--- src/rtl/shift_reg_univ.sv ---
// -----------------------------------------------------------------------------
// shift_reg_univ
//   Parametrised universal shift register: parallel load, shift left, shift
//   right and rotate left. Provides true/complement outputs, a serial output
//   and a saturating shift counter with a registered done flag.
//
//   Parameters
//     WIDTH    register width in bits (>= 2)
//     RST_VAL  value loaded into q on reset
//
//   Ports
//     clk     rising-edge clock
//     rst     synchronous reset, active high
//     d       parallel load data
//     load    parallel load strobe (wins over en)
//     en      shift enable
//     mode    00 hold, 01 shl, 10 shr, 11 rotl
//     sin     serial input bit (unused by rotl)
//     q       register contents
//     qb      bitwise complement of q
//     sout    bit that leaves the register on the next shift in this mode
//     cnt     shifts since last load/reset, saturating at WIDTH
//     done    high once cnt has reached WIDTH, until load or rst
//     parity  (only with SHIFT_REG_UNIV_PARITY_EN defined) registered ^q
//
//   Build option
//     SHIFT_REG_UNIV_PARITY_EN  adds the registered parity output.
// -----------------------------------------------------------------------------
module shift_reg_univ #(
   parameter int               WIDTH   = 8,
   parameter logic [WIDTH-1:0] RST_VAL = '0
) (
   input  logic                       clk,
   input  logic                       rst,
   input  logic [WIDTH-1:0]           d,
   input  logic                       load,
   input  logic                       en,
   input  logic [1:0]                 mode,
   input  logic                       sin,
   output logic [WIDTH-1:0]           q,
   output logic [WIDTH-1:0]           qb,
   output logic                       sout,
   output logic [$clog2(WIDTH+1)-1:0] cnt,
   output logic                       done
`ifdef SHIFT_REG_UNIV_PARITY_EN
   ,
   output logic                       parity
`endif
);

   localparam int             CW      = $clog2(WIDTH+1);
   localparam logic [CW-1:0]  CNT_MAX = CW'(WIDTH);

   localparam logic [1:0] MODE_HOLD = 2'b00;
   localparam logic [1:0] MODE_SHL  = 2'b01;
   localparam logic [1:0] MODE_SHR  = 2'b10;
   localparam logic [1:0] MODE_ROTL = 2'b11;

   logic [WIDTH-1:0] q_reg,    q_next;
   logic [CW-1:0]    cnt_reg,  cnt_next;
   logic             done_reg, done_next;

   // Candidate next values for each shift flavour.
   logic [WIDTH-1:0] shl_val, shr_val, rotl_val;

   assign shl_val  = {q_reg[WIDTH-2:0], sin};
   assign shr_val  = {sin, q_reg[WIDTH-1:1]};
   assign rotl_val = {q_reg[WIDTH-2:0], q_reg[WIDTH-1]};

   always_comb begin
      q_next    = q_reg;
      cnt_next  = cnt_reg;
      done_next = done_reg;
      if (load) begin
         q_next    = d;
         cnt_next  = '0;
         done_next = 1'b0;
      end else if (en && (mode != MODE_HOLD)) begin
         case (mode)
            MODE_SHL:  q_next = shl_val;
            MODE_SHR:  q_next = shr_val;
            MODE_ROTL: q_next = rotl_val;
            default:   q_next = q_reg;
         endcase
         // Counter saturates at WIDTH; done follows the saturated count so it
         // rises on the same edge cnt reaches WIDTH and then stays put.
         if (cnt_reg < CNT_MAX) begin
            cnt_next = cnt_reg + 1'b1;
         end
         done_next = (cnt_next == CNT_MAX);
      end
   end

   always_ff @(posedge clk) begin
      if (rst) begin
         q_reg    <= RST_VAL;
         cnt_reg  <= '0;
         done_reg <= 1'b0;
      end else begin
         q_reg    <= q_next;
         cnt_reg  <= cnt_next;
         done_reg <= done_next;
      end
   end

   // Complement output, one inverter per bit.
   genvar gi;
   generate
      for (gi = 0; gi < WIDTH; gi++) begin : g_qb
         assign qb[gi] = ~q_reg[gi];
      end
   endgenerate

   // Serial output shows the bit that the current mode would push out.
   always_comb begin
      case (mode)
         MODE_SHL,
         MODE_ROTL: sout = q_reg[WIDTH-1];
         MODE_SHR:  sout = q_reg[0];
         default:   sout = 1'b0;
      endcase
   end

   assign q    = q_reg;
   assign cnt  = cnt_reg;
   assign done = done_reg;

`ifdef SHIFT_REG_UNIV_PARITY_EN
   // Parity is taken from the next-state value so it is aligned with q.
   logic parity_reg;

   always_ff @(posedge clk) begin
      if (rst) begin
         parity_reg <= ^RST_VAL;
      end else begin
         parity_reg <= ^q_next;
      end
   end

   assign parity = parity_reg;
`endif

endmodule

--- config.mk ---
export PLATFORM = sky130hd
export DESIGN_NAME = shift_reg_univ
export DESIGN_NICKNAME = d
export VERILOG_FILES = /design/src/rtl/shift_reg_univ.sv
export SDC_FILE = /design/constraint.sdc
export NUM_CORES = 1
export LEC_CHECK = 0
export CORE_MARGIN = 3
export CORE_UTILIZATION = 44
export DETAILED_ROUTE_END_ITERATION = 16
export PLACE_DENSITY = 0.91
export SKIP_LAST_GASP = 1
export SYNTH_ARGS = -nofsm -noshare
export SYNTH_HDL_FRONTEND = slang
export SYNTH_SLANG_ARGS = --single-unit
--- constraint.sdc ---
create_clock -name clk -period 3 [get_ports clk]
set_input_delay 0.6 -clock clk [delete_from_list [all_inputs] [get_ports clk]]
set_output_delay 0.6 -clock clk [all_outputs]
set_load 0.03 [all_outputs]
==> results of run 1 <==
==> worst max-delay path: cells and delay by family <==
| kind | cells | cell delay [ps] |
|---|---|---|
| AND/OR/NAND/NOR | 2 | 240 |
| buffers and inverters | 2 | 1110 |
==> how the worst max path moves through the flow <==
stage,startpoint,to,slack (ps)
after floorplan,mode[0],sout,1220
after detailed placement,mode[0],sout,450
after global placement,mode[0],sout,460
after global routing,mode[0],sout,390
final,mode[0],sout,450
after CTS,mode[0],sout,450
==> kinds of logic after synthesis <==
kind of cell    after synthesis  share of synthesized area
compound gates               30                      0.273
simple gates                 38                      0.287
flops                        13                      0.300
buf+inv                      23                      0.126
fa+ha+maj                     1                     0.0144
==> cell type report <==
class	instances	area (sq um)	area share
timing repair buffer	40	390	0.309
clock buffer	4	26.3	0.0208
tap	25	31.3	0.0248
multi-input combinational	69	498	0.394
sequential	13	260	0.206
inverter	15	56.3	0.0446
==> routing by layer <==
layer / share of wire / wire length [microns]
met1: 0.42 / 955
met3: 0.047 / 106
met4: 0.017 / 39
met2: 0.51 / 1150
met5: 0 / 0
==> power breakdown <==
part / total (mW) / leakage [nW] / internal, mW / switching [mW]
Clock: 0.114 / 0.0150 / 0.0515 / 0.0626
Sequential: 0.195 / 0.107 / 0.183 / 0.0123
Combinational: 0.171 / 0.368 / 0.0802 / 0.0907
==> synth_stat cells (2+ instances only) <==
master	number	area (sq um)
inv_1	15	56.3
or3b_1	4	35.0
nor3_1	7	35.0
clkbuf_1	2	7.51
nor2_1	3	11.3
buf_2	3	15.0
or3_1	3	18.8
nand2b_1	8	50.1
a2111oi_2	7	105
a21oi_1	14	70.1
or3b_2	3	26.3
buf_6	2	22.5
o21ai_0	4	20.0
nand2_1	2	7.51
nand3b_1	2	15.0
dfxtp_1	13	260
==> through the flow <==
stage               setup WS (ps)  hold WS [ps]  utilization
floorplan                    1220           627            -
global placement              459           504        0.686
detailed placement            448           521        0.686
CTS                           445           538        0.701
global route                  386           554        0.701
finish                        449           538        0.701
==> flow_summary.yaml, run 1 <==
clocking:
  cts_tree: "done"
  cts-root-buf: "clkbuf_4"
  worstSkewPairLatency_ps: 280
  cts_buffers: 3
  cts_hold_buffers: 0
  cts_resized: 0
  cts_num_sinks: 13
  htreeDepth: 1
  postCtsSetupBuffers: 0
  path_clk_slew_ps: 80
  clockBufferDepth: 2
global_routing:
  antenna_found_initial: 0
  met3_usage: 0.0208
  grt_overflow: 0
  grtUsageTotal: 0.197
  top_usage_layer: "met2"
  grt_max_degree: 13
  grt_pass1_vias: 860
  grt_pass1_wl_microns: 3950
  grtUsageMet1: 0.247
  use_met2: 0.341
drt:
  dr.pass1.iters: 4
  ant_nets: 0
  drc: 0
  vias: 898
  drt-total-wl_microns: 2250
  drt-initial-drc-count: 22
  avgViaCountPerCell: 5.41
  wl_per_cell_microns: 13.6
setup_path:
  worstPathArrival_ps: 1950
  slowest_stage: "clkdlybuf4s50_1"
  ff2ff_path_depth: 3
  rr_endpoint: "q[1]"
  start_kind: "primary input"
  cpMostUsedCell: "clkdlybuf4s50_1"
  reg2reg_slack_ps: 1740
  worst_path_largest_cell_delay_ps: 660
  cp_max_fo: 4
  crit_required_ps: 2400
  cp-end-kind: "output pin"
  worstReg2RegStart: "q[2]"
  worstSetupPathType: "primary input to output pin"
  cp_cell_sequence: "clkdlybuf4s50_1 > nand3b_1 > nand2_1 > clkdlybuf4s50_1"
logic_synthesis:
  ys_seq_area_frac: 0.300
  synth_seq_cells: 13
  yosys_warnings: 0
  postSynthAreaPerCell_sq_um: 8.26
  async_reset_ff_frac: 0
  synth_area_sq_um: 867
  yosysUniqueCellTypes: 29
  ys.flop_type: "dfxtp_1"
  syn-num-nets: 121
  synth-edff-count: 0
  syn-instance-count: 105
final_layout:
  area_growth_pct: 45.6
  n_antenna_cell: 0
  largest_reg_flops: 8
  drive_above_1_share: 0.142
  final_nets: 158
  final_common_cell: "clkdlybuf4s50_1"
  layout_common_cells: "36 x clkdlybuf4s50_1, 15 x inv_1, 14 x a21oi_1, 13 x dfxtp_1, 8 x nand2b_1"
  stdcell_area_sq_um: 1260
  instances_no_fill: 166
  nFillCells: 159
timing:
  worst_slew_margin_rel: 0.648
  setup_viol: 0
  period_needed_ps: 2550
  max_freq_mhz: 392
  hold_viol_final: 0
  finClkSkew_ps: 13.1
  final-max-slew-violation-count: 0
  worst_slew_pin_slew_ps: 526
  setup_tns_ps: 0
  finalCritPeriodShare: 0.850
  rsz0062_at_grt: "no"
outcome:
  status: "finished clean"
place:
  placed_cell_area_sq_um: 1240
  portBuffers: 36
  dpl.cell_count: 162
  post-dp-hpwl_microns: 1700
  routabilityCongestion: 0.779
floorplanning:
  top_level_ports: 37
  dieArea_sq_um: 2540
  die_y_microns: 50.4
  start_util: 0.481
  fp.coreArea_sq_um: 1800
  die_w_microns: 50.4
  rows: 15
worst_hold_path:
  min_from: "cnt[2]"
  worstHoldPathCells: 2
  min_path_type: "register to register"
  worst_hold_path.endpoint: "cnt[2]"
power:
  vdd_drop_max_uv: 338
  power.leakage_nw: 0.490
  total_power_uw: 480
  p_per_area_nw_per_um2: 381
run:
  max_cap_viol_count: 0
(Power assumes the default switching activity.)
==> run 2, diff against run 1 <==
--- a/config.mk
+++ b/config.mk
@@ -5,6 +5,7 @@
 export SDC_FILE = /design/constraint.sdc
 export NUM_CORES = 1
 export LEC_CHECK = 0
+export CAP_MARGIN = 25
 export CORE_MARGIN = 3
 export CORE_UTILIZATION = 44
 export DETAILED_ROUTE_END_ITERATION = 16
==> results of run 2 <==
The final DEF is identical to that of run 1; final timing and power are the same.
